==> src/rtl/seq_det_pkg.sv <==
`default_nettype none
// ============================================================================
// Module   : seq_det_pkg
// Purpose  : Shared types and constants for the "1101" detector controller.
// Revision : 1.0 - initial release
// ============================================================================
package seq_det_pkg;

    typedef enum logic [2:0] {
        DET_A = 3'd0,
        DET_B = 3'd1,
        DET_C = 3'd2,
        DET_D = 3'd3,
        DET_E = 3'd4
    } det_state_t;

    typedef enum logic [1:0] {
        ST_IDLE  = 2'd0,
        ST_SHIFT = 2'd1,
        ST_DRAIN = 2'd2,
        ST_DONE  = 2'd3
    } ctrl_state_t;

    localparam logic [15:0] NO_MATCH_POS = 16'hFFFF;

endpackage : seq_det_pkg
`default_nettype wire

==> src/rtl/seq_det_ctrl_if.sv <==
`default_nettype none
// ============================================================================
// Module   : seq_det_ctrl_if
// Purpose  : Word handshake and result bundle; first_pos exists only when
//            SEQ_DET_CTRL_FIRST_POS_EN is defined.
// Revision : 1.0 - initial release
// ============================================================================
interface seq_det_ctrl_if #(
    parameter int DATA_W = 8,
    parameter int CNT_W  = 8
);
    logic              in_valid;
    logic [DATA_W-1:0] in_data;
    logic              in_last;
    logic              in_ready;
    logic              busy;
    logic              match_pulse;
    logic [CNT_W-1:0]  match_count;
    logic              frame_done;
`ifdef SEQ_DET_CTRL_FIRST_POS_EN
    logic [15:0]       first_pos;
`endif

    modport slave (
        input  in_valid, in_data, in_last,
        output in_ready, busy, match_pulse, match_count, frame_done
`ifdef SEQ_DET_CTRL_FIRST_POS_EN
        , output first_pos
`endif
    );

    modport master (
        output in_valid, in_data, in_last,
        input  in_ready, busy, match_pulse, match_count, frame_done
`ifdef SEQ_DET_CTRL_FIRST_POS_EN
        , input first_pos
`endif
    );

endinterface : seq_det_ctrl_if
`default_nettype wire

==> src/rtl/seq_det_core.sv <==
`default_nettype none
// ============================================================================
// Module   : seq_det_core
// Purpose  : Moore "1101" detector, advancing one bit per step; o=1 in E.
// Revision : 1.0 - initial release
// ============================================================================
module seq_det_core
    import seq_det_pkg::*;
(
    input  wire logic clk,
    input  wire logic rst,
    input  wire logic clr,
    input  wire logic step,
    input  wire logic i,
    output logic      o
);

    det_state_t r_state;

    always_ff @(posedge clk) begin
        if (rst || clr) begin
            r_state <= DET_A;
        end else if (step) begin
            case (r_state)
                DET_A:   r_state <= i ? DET_B : DET_A;
                DET_B:   r_state <= i ? DET_C : DET_A;
                DET_C:   r_state <= i ? DET_C : DET_D;
                DET_D:   r_state <= i ? DET_E : DET_A;
                DET_E:   r_state <= i ? DET_C : DET_A;
                default: r_state <= DET_A;
            endcase
        end
    end

    assign o = (r_state == DET_E);

endmodule : seq_det_core
`default_nettype wire

==> src/rtl/seq_det_ctrl.sv <==
`default_nettype none
// ============================================================================
// Module   : seq_det_ctrl
// Purpose  : Serialises framed words MSB-first into seq_det_core and counts
//            matches per frame. SEQ_DET_CTRL_FIRST_POS_EN adds first_pos.
// Revision : 1.0 - initial release
// ============================================================================
module seq_det_ctrl
    import seq_det_pkg::*;
#(
    parameter int DATA_W = 8,
    parameter int CNT_W  = 8
) (
    input  wire logic      clk,
    input  wire logic      rst,
    seq_det_ctrl_if.slave  bus
);

    localparam int              c_bcw      = (DATA_W > 1) ? $clog2(DATA_W) : 1;
    localparam logic [c_bcw-1:0] c_bit_init = c_bcw'(DATA_W - 1);
    localparam logic [CNT_W-1:0] c_cnt_max  = '1;

    ctrl_state_t       r_state;
    logic [DATA_W-1:0] r_shreg;
    logic              r_last_q;
    logic [c_bcw-1:0]  r_bit_cnt;
    logic              r_new_frame;
    logic              r_step_d;
    logic              r_in_ready;
    logic              r_busy;
    logic              r_frame_done;
    logic [CNT_W-1:0]  r_match_count;

    logic w_step;
    logic w_clr;
    logic w_det_o;
    logic w_match_pulse;
    logic w_accept;

    assign w_step        = (r_state == ST_SHIFT);
    assign w_clr         = (r_state == ST_DONE);
    assign w_accept      = (r_state == ST_IDLE) && bus.in_valid;
    assign w_match_pulse = w_det_o & r_step_d;

    seq_det_core u_core (
        .clk  (clk),
        .rst  (rst),
        .clr  (w_clr),
        .step (w_step),
        .i    (r_shreg[DATA_W-1]),
        .o    (w_det_o)
    );

    always_ff @(posedge clk) begin
        if (rst) begin
            r_state       <= ST_IDLE;
            r_shreg       <= '0;
            r_last_q      <= 1'b0;
            r_bit_cnt     <= '0;
            r_new_frame   <= 1'b1;
            r_step_d      <= 1'b0;
            r_in_ready    <= 1'b1;
            r_busy        <= 1'b0;
            r_frame_done  <= 1'b0;
            r_match_count <= '0;
        end else begin
            r_step_d <= w_step;

            // A new frame's first accepted word restarts the count.
            if (w_accept && r_new_frame) begin
                r_match_count <= '0;
            end else if (w_match_pulse && (r_match_count != c_cnt_max)) begin
                r_match_count <= r_match_count + 1'b1;
            end

            case (r_state)
                ST_IDLE: begin
                    if (bus.in_valid) begin
                        r_shreg     <= bus.in_data;
                        r_last_q    <= bus.in_last;
                        r_bit_cnt   <= c_bit_init;
                        r_new_frame <= 1'b0;
                        r_state     <= ST_SHIFT;
                        r_in_ready  <= 1'b0;
                        r_busy      <= 1'b1;
                    end
                end
                ST_SHIFT: begin
                    r_shreg <= r_shreg << 1;
                    if (r_bit_cnt == '0) begin
                        if (r_last_q) begin
                            r_state <= ST_DRAIN;
                        end else begin
                            r_state    <= ST_IDLE;
                            r_in_ready <= 1'b1;
                            r_busy     <= 1'b0;
                        end
                    end else begin
                        r_bit_cnt <= r_bit_cnt - 1'b1;
                    end
                end
                ST_DRAIN: begin
                    r_state      <= ST_DONE;
                    r_frame_done <= 1'b1;
                end
                ST_DONE: begin
                    r_state      <= ST_IDLE;
                    r_frame_done <= 1'b0;
                    r_new_frame  <= 1'b1;
                    r_in_ready   <= 1'b1;
                    r_busy       <= 1'b0;
                end
                default: begin
                    r_state    <= ST_IDLE;
                    r_in_ready <= 1'b1;
                    r_busy     <= 1'b0;
                end
            endcase
        end
    end

    assign bus.in_ready    = r_in_ready;
    assign bus.busy        = r_busy;
    assign bus.match_pulse = w_match_pulse;
    assign bus.match_count = r_match_count;
    assign bus.frame_done  = r_frame_done;

`ifdef SEQ_DET_CTRL_FIRST_POS_EN
    logic [15:0] r_bit_pos;
    logic [15:0] r_last_pos;
    logic [15:0] r_first_pos;

    // r_last_pos remembers the index of the bit just stepped, which is the
    // completing bit when match_pulse fires a cycle later.
    always_ff @(posedge clk) begin
        if (rst) begin
            r_bit_pos   <= '0;
            r_last_pos  <= '0;
            r_first_pos <= NO_MATCH_POS;
        end else begin
            if (w_accept && r_new_frame) begin
                r_bit_pos   <= '0;
                r_first_pos <= NO_MATCH_POS;
            end else begin
                if (w_step) begin
                    r_last_pos <= r_bit_pos;
                    if (r_bit_pos != 16'hFFFF) begin
                        r_bit_pos <= r_bit_pos + 16'd1;
                    end
                end
                if (w_match_pulse && (r_first_pos == NO_MATCH_POS)) begin
                    r_first_pos <= r_last_pos;
                end
            end
        end
    end

    assign bus.first_pos = r_first_pos;
`endif

endmodule : seq_det_ctrl
`default_nettype wire

==> src/flat_wrapper.sv <==
// flat-port wrapper written by rule: the top's interface ports become plain ports
module seq_det_ctrl_flat import seq_det_pkg::*;
#(
    parameter int DATA_W = 8,
    parameter int CNT_W  = 8
)
  (clk, rst, bus_in_valid, bus_in_data, bus_in_last, bus_in_ready, bus_busy, bus_match_pulse, bus_match_count, bus_frame_done);
  seq_det_ctrl_if #(.DATA_W(DATA_W), .CNT_W(CNT_W)) bus_i ();
  input  wire logic clk;
  input  wire logic rst;
  input wire logic [$bits(bus_i.in_valid)-1:0] bus_in_valid;
  input wire logic [$bits(bus_i.in_data)-1:0] bus_in_data;
  input wire logic [$bits(bus_i.in_last)-1:0] bus_in_last;
  output wire logic [$bits(bus_i.in_ready)-1:0] bus_in_ready;
  output wire logic [$bits(bus_i.busy)-1:0] bus_busy;
  output wire logic [$bits(bus_i.match_pulse)-1:0] bus_match_pulse;
  output wire logic [$bits(bus_i.match_count)-1:0] bus_match_count;
  output wire logic [$bits(bus_i.frame_done)-1:0] bus_frame_done;
  assign bus_i.in_valid = bus_in_valid;
  assign bus_i.in_data = bus_in_data;
  assign bus_i.in_last = bus_in_last;
  assign bus_in_ready = bus_i.in_ready;
  assign bus_busy = bus_i.busy;
  assign bus_match_pulse = bus_i.match_pulse;
  assign bus_match_count = bus_i.match_count;
  assign bus_frame_done = bus_i.frame_done;
  seq_det_ctrl #(.DATA_W(DATA_W), .CNT_W(CNT_W)) u_core (.clk(clk), .rst(rst), .bus(bus_i));
endmodule
==> config.mk <==
export PLATFORM = sky130hd
export DESIGN_NAME = seq_det_ctrl_flat
export DESIGN_NICKNAME = d
export VERILOG_FILES = /design/src/rtl/seq_det_pkg.sv /design/src/rtl/seq_det_ctrl_if.sv /design/src/rtl/seq_det_core.sv /design/src/rtl/seq_det_ctrl.sv /design/src/flat_wrapper.sv
export SDC_FILE = /design/constraint.sdc
export NUM_CORES = 1
export LEC_CHECK = 0
export BUFFER_PORTS_ARGS = -buffer_cell sky130_fd_sc_hd__buf_2
export CORE_MARGIN = 5
export CORE_UTILIZATION = 59
export CTS_CLUSTER_DIAMETER = 80
export DETAILED_ROUTE_END_ITERATION = 7
export PLACE_DENSITY_LB_ADDON = 0.2
export RECOVER_POWER = 50
export SLEW_MARGIN = 0
export SYNTH_ARGS = -nofsm -noshare
export SYNTH_HDL_FRONTEND = slang
export SYNTH_HIERARCHICAL = 1
export SYNTH_SLANG_ARGS = --single-unit
==> constraint.sdc <==
create_clock -name clk -period 4.95 [get_ports clk]
set_clock_uncertainty 0.15 [all_clocks]
set_input_delay 0.99 -clock clk [delete_from_list [all_inputs] [get_ports clk]]
set_output_delay 0.99 -clock clk [all_outputs]
set_load 0.02 [all_outputs]
* After elaboration in Yosys (flattened, before gate mapping) *
Cells that the tools add are included.

storage, ports and cells
  word-level logic and storage cells = 69
  input bits = 12
  bits in registers = 30
  output and inout port bits = 12

cells by class
  $add $sub $neg = 2
  mux-type cells = 24
  bitwise gates (word level) = 1
  equality and inequality tests = 12
  reductions and logical operators = 19

operators by type and width
  kind                                                             count
  8-bit case mux with 2 select lines                               1
  3-bit case mux with 4 select lines                               1
  3-bit two-way mux                                                3
  8-bit by 1-bit adder with 8-bit output, second input constant    1
  1-bit two-way mux                                                8
  2-bit two-way mux                                                4
  8-bit two-way mux                                                1
  8-bit != test, second input constant                             1
  2-bit case mux with 4 select lines                               1
  2-bit AND reduction                                              4
  3-bit by 2-bit == test with 1-bit output, second input constant  2
  3-bit logical NOT                                                2
  2-bit != test, second input constant                             3
  1-bit case mux with 3 select lines                               2
  3-bit case mux with 2 select lines                               1
  2-bit nonzero test                                               3
  2-bit == test, second input constant                             2
  1-bit case mux with 2 select lines                               2
  4-bit AND reduction                                              1
  2-bit OR reduction                                               2
  3-bit by 1-bit == test with 1-bit output, second input constant  1
  3-bit == test, second input constant                             1
  1-bit logical AND                                                3
  3-bit AND reduction                                              1
  7 further kinds                                                  7

* Logic depth before layout (Yosys ltp) *
  depth in word-level cells = 4
  gate-level depth with buffers = 7
  mapped depth without buffers = 7

* Modules after synthesis *
The synthesis kept the hierarchy.

by module, submodules not included
  module        seq. area each (sq um)  cells each  area each (sq um)  times used
  seq_det_ctrl  540.5                   142         1,256.2            1
  seq_det_core  60.1                    18          170.2              1

* Worst setup path before layout *
OpenSTA, ideal clock, no wires.

  kind = reg2out
  start point = register u_core.u_core.r_state[2]
  end point = output bus_match_pulse
  cell stages (with the launch flop) = 3
  path buffers = 0
  setup slack = 2.968 ns
  arrival = 0.842 ns
  data required time = 3.810 ns
  path through = dfxtp_1 nor3b_1 and2_4

between the ends
  longest elaborated chain between the ends = 2

ends and longest elaborated chain
  what                    line                RTL
  from (decl)             seq_det_core.sv:18  det_state_t r_state;
  from (signal assigned)  seq_det_core.sv:25  DET_A: r_state <= i ? DET_B : DET_A;
  from (signal assigned)  seq_det_core.sv:26  DET_B: r_state <= i ? DET_C : DET_A;
  from (signal assigned)  seq_det_core.sv:27  DET_C: r_state <= i ? DET_C : DET_D;
  3-bit == test           seq_det_core.sv:35  assign o = (r_state == DET_E);
  net u_core.w_det_o      seq_det_ctrl.sv:36  logic w_det_o;
  1-bit AND               seq_det_ctrl.sv:43  assign w_match_pulse = w_det_o & r_step_d;
  to (decl)               flat_wrapper.sv:16  output wire logic [$bits(bus_i.match_pulse)-1:0] bus_match_pulse;

The timed path passes the listed nets, and every way through them passes these cells.

* Worst setup path after layout *
Same ends and word-level chain as after synthesis.

==> reports/metrics.csv <==
stage,metric,value,unit
status,run status,"finished, final reports clean",
worst_setup_path,Setup crit start,u_core/u_core/r_state[2],
synth,ys flop type,dfxtp_1,
clocking,Clock Tree Root,clkbuf_4,
clocking,CTS tree,done,
clocking,clock buffer depth,2,
synth,Synth Register Bits,30,
pwr,Leak,0.6724,nW
finish,Layout Nets,199,
synth,number of distinct library cells after synthesis,41,
detailed_routing,final antenna-violating net count,0,
place,Placer Congestion,0.8719,
clocking,Post-CTS Setup Bufs,0,
synth,"Seq/Total Area, Yosys",42.11,%
detailed_routing,First-pass DRT Iterations,4,
detailed_routing,Post-route DRC,0,
worst_setup_path,CP endpoint kind,output pin,
detailed_routing,DR iter-0 viols,35,
global_routing,largest net degree at the start of global routing,24,
worst_setup_path,CP Data Arrival Time,1440,ps
sta,final setup margin,2371,ps
synth,Synthesized Nets,175,
clocking,TritonCTS buffer count,5,
worst_setup_path,crit path max fanout,6,
synth,synthesized area per cell,8.915,um2
worst_setup_path,CP startpoint kind,register,
die,Starting Density,63.26,%
finish,area grow syn2layout,11.49,%
hold_path,Worst Hold Class,reg -> reg,
clocking,Hold Buf Count CTS,0,
pwr,peak supply drop,0.0002229,V
clocking,"Reg clk slew, reported paths",90,ps
worst_setup_path,critical path class,reg -> out,
sta,Final period util,52.11,%
worst_setup_path,Crit path required time,3810,ps
pwr,Power Density,305.7,mW/mm2
clocking,clk sinks,30,
place,dpl cell area,0.001541,mm2
finish,Final Core Density,70.53,%
synth,Post-Syn Instances,160,
die,I/O pin total,24,
finish,Seq. cell area,600.6,um2
worst_setup_path,Setup crit end,bus_match_pulse,
place,dpl ws,2733,ps
synth,"Async S/R FF share, synth",0,%
synth,Post-Syn Area,0.001426,mm2
worst_setup_path,reg-to-reg endpoint,u_core/u_core/r_state[1],
flow_run,Max-Cap Viols,0,
sta,Worst Hold Slack,323.0,ps
worst_setup_path,Worst path slowest cell,dfxtp_1,
sta,max_slew headroom,32.21,%
clocking,CTS H-Tree Depth,2,
detailed_routing,final WL,2.810,mm
sta,Tightest Pin Transition,1017,ps
worst_setup_path,Reg2Reg Depth,5,
detailed_routing,Via Count,1212,
place,dpl cells,205,
synth,yosys warns,6,
sta,final hold violations,0,
worst_setup_path,crit path cell chain,"nor3b_1, and2_4, buf_2",
sta,endpoints failing setup,0,
global_routing,first-pass GRT wire length,4.754,mm
sta,setup TNS,0,ps
sta,min Tclk post-route,2579,ps
die,core footprint,0.002255,mm2
finish,final std cells w/o fill,213,
finish,post-route cell area,0.001590,mm2
worst_setup_path,Worst path max stage delay,420,ps
place,I/O Buffers,23,
die,Die ar.,0.003501,mm2
finish,"most common cell after layout, fill and taps aside",dfxtp_1,
pwr,Pwr Total,486.2,uW
global_routing,initial antenna violation count,0,
global_routing,gr ovfl total,0,
global_routing,Tot GR Track Use,17.84,%
sta,RSZ-0062 raised after global routing,no,
global_routing,vias in the first global route,1106,
die,die width,59.17,um
clocking,Skew-Pair Late Insertion Delay,330,ps
finish,Layout fillers,178,
finish,Multi-input gate area,757.0,um2
die,Die Y,59.17,um
sta,Slew Limit Fails,0,
finish,Inserted Diodes,0,
worst_setup_path,internal reg-to-reg setup slack,2690,ps
die,Row Count,17,
detailed_routing,DR vias/cell,5.690,
detailed_routing,wire per inst,13.19,um
finish,layout cells sized above 1,22.16,%
finish,"commonest non-fill, non-tap cells in the layout","dfxtp_1 (30), nor2_1 (21), buf_2 (20)",
sta,Fmax,0.3877,GHz
synth,Post-synth EDFFs,0,
place,Detailed Place HPWL,2.021,mm
clocking,post-CTS sizing,0,
cells in the mapped netlist (2+ instances only):
master / n / area (um2)
a211oi_1: 5 / 37.54
a21oi_1: 12 / 60.06
a311oi_1: 7 / 61.31
buf_4: 3 / 22.52
clkbuf_1: 2 / 7.510
dfxtp_1: 30 / 600.6
ha_1: 3 / 37.54
inv_1: 6 / 22.52
nand2_1: 16 / 60.06
nand2b_1: 3 / 18.77
nand3_1: 3 / 15.01
nand4_4: 2 / 42.54
nor2_1: 21 / 78.83
nor2_2: 2 / 12.51
nor2_4: 2 / 22.52
nor2b_1: 4 / 25.02
nor3_1: 5 / 25.02
nor3_2: 3 / 30.03
nor3b_1: 2 / 15.01
o21ai_0: 6 / 30.03
xor2_1: 3 / 26.28
layout make-up:
cell class              instances  area share [%]
clock buffers                   7           3.462
clock inverters                 1          0.3147
inverters                       7           1.652
multi-input cells             117           47.60
flip-flops and latches         30           37.77
well taps                      28           2.203
repair buffers                 23           7.002
logic make-up (layout without fill, tap and decap cells):
| group | count (synthesis) | in the layout | share of synthesized area (%) |
|---|---|---|---|
| AND/OR/NAND/NOR | 70 | 70 | 28.07 |
| adder cells (fa/ha/maj) | 3 | 3 | 2.632 |
| XOR/XNOR | 4 | 4 | 2.457 |
| buffers and inverters | 13 | 38 | 4.298 |
| AO/OA/AOI/OAI | 39 | 39 | 19.74 |
| multiplexers | 1 | 1 | 0.7018 |
| flip-flops | 30 | 30 | 42.11 |
registers in the layout, summed over array words and instances, names as in the netlist, named ones only:
| signal | count |
|---|---|
| u_core/r_step_d | 1 |
| u_core/r_new_frame | 1 |
| u_core/u_core/r_state | 3 |
| u_core/r_last_q | 1 |
| u_core/bus.busy | 1 |
| u_core/bus.match_count | 8 |
| u_core/r_shreg | 8 |
| u_core/bus.in_ready | 1 |
| u_core/bus.frame_done | 1 |
| u_core/r_state | 1 |
| u_core/r_bit_cnt | 3 |
where the power goes:
part           switching, mW  total, mW  internal [mW]
sequential            0.0115      0.268          0.257
clock                 0.0832      0.152         0.0687
combinational         0.0398     0.0659         0.0262
per-layer routing:
metal  global-route usage (%)  wire length (um)  up-vias
li1                         -                 -      619
met1                    20.79              1240      557
met2                    29.02              1342       30
met3                    6.972               173        6
met4                    7.443                55        0
met5                        0                 0        -
worst min path at each step:
stage	slack, ps	startpoint	to	cells after the start
floorplan	290	u_core/r_bit_cnt[0]	u_core/r_bit_cnt[0]	1
global placement	300	u_core/r_bit_cnt[0]	u_core/r_bit_cnt[0]	1
CTS	330	u_core/r_bit_cnt[0]	u_core/r_bit_cnt[0]	1
detailed placement	310	u_core/r_bit_cnt[0]	u_core/r_bit_cnt[0]	1
global route	350	u_core/r_new_frame	u_core/r_new_frame	2
finish	320	u_core/r_new_frame	u_core/r_new_frame	2
critical path: cells and delay by family, from the launching register on:
| kind | cells | cell delay [ps] |
|---|---|---|
| AND/OR/NAND/NOR | 2 | 530 |
| flip-flops | 1 | 420 |
| buffers and inverters | 1 | 170 |
Power figures use the tool's default switching activity.
